### config.mk
export PLATFORM = sky130hd
export DESIGN_NAME = id_ex_stage
export DESIGN_NICKNAME = d
export VERILOG_FILES = /design/src/rtl/id_ex_stage.sv
export SDC_FILE = /design/constraint.sdc
export NUM_CORES = 1
export LEC_CHECK = 0
export BUFFER_PORTS_ARGS = -buffer_cell sky130_fd_sc_hd__buf_2
export CAP_MARGIN = 20
export CORE_UTILIZATION = 41
export CTS_CLUSTER_SIZE = 28
export DETAILED_ROUTE_END_ITERATION = 12
export PLACE_DENSITY_LB_ADDON = 0.08
export SYNTH_ARGS = -nofsm -noshare
export SYNTH_HDL_FRONTEND = slang
export SYNTH_SLANG_ARGS = --single-unit
### constraint.sdc
create_clock -name clk -period 4.95 [get_ports clk]
set_clock_uncertainty 0.05 [all_clocks]
set_input_delay 0.495 -clock clk [delete_from_list [all_inputs] [get_ports clk]]
set_output_delay 0.495 -clock clk [all_outputs]
set_load 0.02 [all_outputs]
### src/rtl/id_ex_stage.sv
// ID/EX pipeline register: single-entry valid/ready stage with flush, bubble insertion
// and a saturating stall counter. Define LOAD_USE_STALL_EN to build the load-use interlock.
module id_ex_stage #(
  parameter int unsigned XLEN  = 32,
  parameter int unsigned CNT_W = 16
) (
  input  logic             clk,
  input  logic             rst,
  input  logic             in_valid,
  output logic             in_ready,
  input  logic [XLEN-1:0]  in_pc,
  input  logic [XLEN-1:0]  in_rs1_data,
  input  logic [XLEN-1:0]  in_rs2_data,
  input  logic [XLEN-1:0]  in_imm,
  input  logic [4:0]       in_rs1,
  input  logic [4:0]       in_rs2,
  input  logic [4:0]       in_rd,
  input  logic [2:0]       in_funct3,
  input  logic             in_funct7_b5,
  input  logic             in_MemWrite,
  input  logic             in_MemRead,
  input  logic             in_ALUsrc,
  input  logic             in_branch,
  input  logic             in_RegWrite,
  input  logic [1:0]       in_ALUop,
  input  logic             flush,
  output logic             out_valid,
  input  logic             out_ready,
  output logic [XLEN-1:0]  out_pc,
  output logic [XLEN-1:0]  out_rs1_data,
  output logic [XLEN-1:0]  out_rs2_data,
  output logic [XLEN-1:0]  out_imm,
  output logic [4:0]       out_rs1,
  output logic [4:0]       out_rs2,
  output logic [4:0]       out_rd,
  output logic [2:0]       out_funct3,
  output logic             out_funct7_b5,
  output logic             out_MemWrite,
  output logic             out_MemRead,
  output logic             out_ALUsrc,
  output logic             out_branch,
  output logic             out_RegWrite,
  output logic [1:0]       out_ALUop,
  output logic [CNT_W-1:0] stall_count
);

  localparam logic [CNT_W-1:0] CntMax = '1;

  logic hazard;
  logic capture;

`ifdef LOAD_USE_STALL_EN
  // Dependent instruction waits until the load has left this register.
  assign hazard = out_valid & out_MemRead & (out_rd != 5'd0) & in_valid &
                  ((in_rs1 == out_rd) | (in_rs2 == out_rd));
`else
  assign hazard = 1'b0;
`endif

  assign in_ready = (~out_valid | out_ready) & ~flush & ~hazard;
  assign capture  = in_valid & in_ready;

  // Valid bit and control word: flush and drain both leave a bubble behind.
  always_ff @(posedge clk or posedge rst) begin
    if (rst) begin
      out_valid    <= 1'b0;
      out_MemWrite <= 1'b0;
      out_MemRead  <= 1'b0;
      out_ALUsrc   <= 1'b0;
      out_branch   <= 1'b0;
      out_RegWrite <= 1'b0;
      out_ALUop    <= 2'b00;
    end else if (flush) begin
      out_valid    <= 1'b0;
      out_MemWrite <= 1'b0;
      out_MemRead  <= 1'b0;
      out_ALUsrc   <= 1'b0;
      out_branch   <= 1'b0;
      out_RegWrite <= 1'b0;
      out_ALUop    <= 2'b00;
    end else if (capture) begin
      out_valid    <= 1'b1;
      out_MemWrite <= in_MemWrite;
      out_MemRead  <= in_MemRead;
      out_ALUsrc   <= in_ALUsrc;
      out_branch   <= in_branch;
      out_RegWrite <= in_RegWrite;
      out_ALUop    <= in_ALUop;
    end else if (out_ready) begin
      out_valid    <= 1'b0;
      out_MemWrite <= 1'b0;
      out_MemRead  <= 1'b0;
      out_branch   <= 1'b0;
      out_RegWrite <= 1'b0;
      out_ALUop    <= 2'b00;
    end
  end

  // Payload only moves on capture; otherwise it holds.
  always_ff @(posedge clk or posedge rst) begin
    if (rst) begin
      out_pc        <= '0;
      out_rs1_data  <= '0;
      out_rs2_data  <= '0;
      out_imm       <= '0;
      out_rs1       <= '0;
      out_rs2       <= '0;
      out_rd        <= '0;
      out_funct3    <= '0;
      out_funct7_b5 <= 1'b0;
    end else if (capture) begin
      out_pc        <= in_pc;
      out_rs1_data  <= in_rs1_data;
      out_rs2_data  <= in_rs2_data;
      out_imm       <= in_imm;
      out_rs1       <= in_rs1;
      out_rs2       <= in_rs2;
      out_rd        <= in_rd;
      out_funct3    <= in_funct3;
      out_funct7_b5 <= in_funct7_b5;
    end
  end

  always_ff @(posedge clk or posedge rst) begin
    if (rst) begin
      stall_count <= '0;
    end else if (in_valid && !in_ready && stall_count != CntMax) begin
      stall_count <= stall_count + 1'b1;
    end
  end

endmodule

==> results_dict.tcl <==
set metrics [dict create \
    antenna_found_initial 0 \
    use_met2_pct 34.4 \
    rows 46 \
    r2r-start "out_valid" \
    r2r_cells 4 \
    post_dp_cell_area_mm2 0.00847 \
    synth_seq_cells 171 \
    p_seq_share_pct 43.9 \
    synthMuxAreaShare_pct 25.6 \
    crit_path_max_fanout 54 \
    min_from "in_branch" \
    syn_to_final_growth_pct 37.1 \
    n_antenna_cell 0 \
    num_vias 4674 \
    synth-xor-area-share_pct 1.59 \
    setup_viol 0 \
    viasPerCell 4.74 \
    slowest_stage "buf_4" \
    cts_made_buffers 17 \
    critical_path_class "in2async" \
    ys_warn_count 0 \
    min_path_type "in2reg" \
    p_per_area_mw_per_mm2 447 \
    rsz0062_at_grt "no" \
    final_layout_size_suffix_gt1_share_pct 66.2 \
    grt_pass1_vias 4744 \
    p_leak_uw 0.00447 \
    grt_util_met3_pct 6.36 \
    holdPathStages 3 \
    post-place-ws_ns 2.76 \
    die_w_um 129 \
    end_kind "asynchronous set/reset pin" \
    hold_path_end "out_branch" \
    gr-usage-met1_pct 21.3 \
    root_buffer "clkbuf_16" \
    busiest_layer "met2" \
    p_int_uw 2800 \
    swShare_pct 30.9 \
    yosys.area_share.simple_pct 4.96 \
    drtIter0Drc 135 \
    post_cts_resized 0 \
    drt-pass1-iter-count 4 \
    worst_path_most_repeated_cell "buf_4" \
    cts.path.max_buffers 2 \
    synth_ff_type "dfrtp_1" \
    die_y_um 129 \
    clock-sinks 171 \
    port_buffers 330 \
    setup_tns_ns 0 \
    grt_max_degree 108 \
    clkPwrFrac_pct 31.9 \
    clk_pin_slew_worst_paths_ns 0.07 \
    dieArea_mm2 0.0166 \
    gr-total-overflow 0 \
    synth.cell_area_mm2 0.00662 \
    synth.distinct_cells 32 \
    post-route-period-util_pct 43.1 \
    stdcell_area_mm2 0.00907 \
    outcome "complete, no violations" \
    worstMarginPinSlew_ns 0.890 \
    drc 0 \
    synth_compound_area_share_pct 0.965 \
    slew_headroom_pct 40.6 \
    crit_family "buffers and inverters" \
    cts_tree "built" \
    worst-r2r-setup-slack_ns 2.85 \
    ant_nets 0 \
    p_comb_share_pct 24.2 \
    start_util_pct 41.8 \
    syn-num-nets 581 \
    ir_drop_v 0.000217 \
    syn_inst 421 \
    core_area_mm2 0.0158 \
    r2r-end "out_pc[31]" \
    cp-start-kind "input port" \
    hold_viol_final 0 \
    ioPinCount 331 \
    worst-path-buf-inv 5 \
    place.gp.congestion 0.768 \
    synth-async-reset-ratio_pct 100 \
    hpwl_um 12100 \
    crit_chain "dlygate4sd3_1, buf_2, clkinvlp_4, buf_4, buf_4" \
    critPathMaxStageDelay_ns 0.62 \
    fmax_mhz 469 \
    grt_pass1_wl_um 24600 \
    seq_area_frac_synth_pct 64.7 \
    synth_top_family_by_area "multiplexers" \
    cp.required_ns 5.44 \
    setup_slack_ns 2.82 \
    worstPathArrival_ns 2.62 \
    fill_cells 1342 \
    maxSlewViolCount 0 \
    wirelength_um 16200 \
    power.switching_uw 1250 \
    wl_per_cell_um 16.4 \
    critical_path_depth 5 \
    timing.final.crit_period_ns 2.13 \
    htree_levels 4 \
    synth-edff-count 0 \
    maxCapViolCount 0 \
    grt_usage_pct 19.8 \
    syn_avg_cell_area_um2 15.7 \
    fin_nets 917 \
    clk_latency_ns 0.42 \
    synthAdderAreaFrac_pct 0.189 \
]
==> logic make-up after synthesis <==
| logic type | Yosys count |
|---|---|
| flip-flops | 171 |
| AO/OA/AOI/OAI | 11 |
| AND/OR/NAND/NOR | 54 |
| buffers and inverters | 22 |
| adder cells (fa/ha/maj) | 1 |
| XOR/XNOR | 12 |
| multiplexers | 150 |
==> cell usage in the layout, fill, tap and decap left out, types with 2 or more instances in the layout <==
master	netlist	final
buf_2	9	330
buf_4	9	4
clkbuf_1	0	2
clkbuf_16	0	17
clkbuf_8	0	5
clkinv_2	0	2
clkinv_4	0	4
dfrtp_1	171	171
inv_1	3	2
mux2_1	13	13
mux2_2	135	135
nand2_1	17	17
nand3_1	6	6
nand4_4	2	2
nor2_1	6	6
nor3_1	5	5
nor4_1	6	6
nor4b_1	2	2
o21ai_0	7	7
o31ai_1	2	2
xor2_1	11	11
==> Yosys cell counts, types with 2 or more instances <==
| cell type | n | share of area [%] |
|---|---|---|
| o31ai_1 | 2 | 0.23 |
| buf_2 | 9 | 0.68 |
| nand2_1 | 17 | 0.96 |
| nor3b_1 | 2 | 0.23 |
| mux2_2 | 135 | 23 |
| nand4_4 | 2 | 0.64 |
| nor4_1 | 6 | 0.57 |
| buf_4 | 9 | 1.0 |
| nor2_1 | 6 | 0.34 |
| nor3_1 | 5 | 0.38 |
| xor2_1 | 11 | 1.5 |
| mux2_1 | 13 | 2.2 |
| inv_1 | 3 | 0.17 |
| dfrtp_1 | 171 | 65 |
| nand3_1 | 6 | 0.45 |
| nor4b_1 | 2 | 0.26 |
| o21ai_0 | 7 | 0.53 |
==> power by group through the flow <==
| stage | logic (uW) | clock network, uW | registers, uW |
|---|---|---|---|
| after floorplan | 296 | 0 | 2100 |
| after global placement | 978 | 0 | 1790 |
| after detailed placement | 994 | 0 | 1800 |
| after CTS | 996 | 1330 | 1780 |
| after global routing | 1040 | 1390 | 1810 |
| final | 980 | 1290 | 1780 |
==> what timing repair did <==
| item | 4_1_cts | 5_1_grt |
|---|---|---|
| endpoints found under the hold margin | 14 | 0 |
| setup endpoints to repair | 0 | 0 |
| hold buffers | 1 | 0 |
| setup buffers | 0 | 0 |
==> worst max-delay path by stage <==
stage,slack (ns),end,start
5_1_grt,2.56,out_pc[27],rst
6_report,2.82,out_pc[27],rst
3_3_place_gp,2.79,out_rs2_data[31],flush
2_1_floorplan,2.22,out_ALUop[0],rst
3_5_place_dp,2.76,out_imm[5],flush
4_1_cts,2.78,out_pc[27],rst
==> area by class of cell <==
type	instances	area, um^2	area share (%)
flip-flops and latches	171	4280	47.2
multi-input cells	228	2210	24.3
repair buffers	336	1710	18.9
clock buffers	24	502	5.53
well taps	216	270	2.98
clock inverters	8	83.8	0.925
inverters	3	15.0	0.166
==> state kept, by name (all words and copies together) (netlist names) <==
register / count
out_MemRead: 1
out_rd: 5
out_rs1_data: 32
out_rs2_data: 32
out_rs2: 5
out_MemWrite: 1
out_branch: 1
out_funct3: 3
out_rs1: 5
stall_count: 16
out_ALUsrc: 1
out_pc: 32
out_imm: 32
out_funct7_b5: 1
out_RegWrite: 1
out_ALUop: 2
out_valid: 1
==> stage by stage <==
step,hold slack [ns],utilization [%],power (uW),cells
floorplan,0.556,-,2390,421
global route,0.230,57.3,4250,986
CTS,0.213,57.3,4110,986
detailed placement,0.421,53.5,2800,953
finish,0.236,57.3,4050,986
global placement,0.417,53.5,2770,953
==> layer usage <==
layer,routed length (um),up-vias
met5,0,-
met4,650,0
met3,1220,41
met2,8300,210
met1,6040,2259
li1,-,2164
==> worst reg2reg max path: stages, from the launching register on <==
cell and delay, ns:
dfrtp_1 0.39, nor2b_2 0.20, nor3b_2 0.27, buf_4 0.60
mux2_2 0.46
Power figures use the tool's default switching activity.
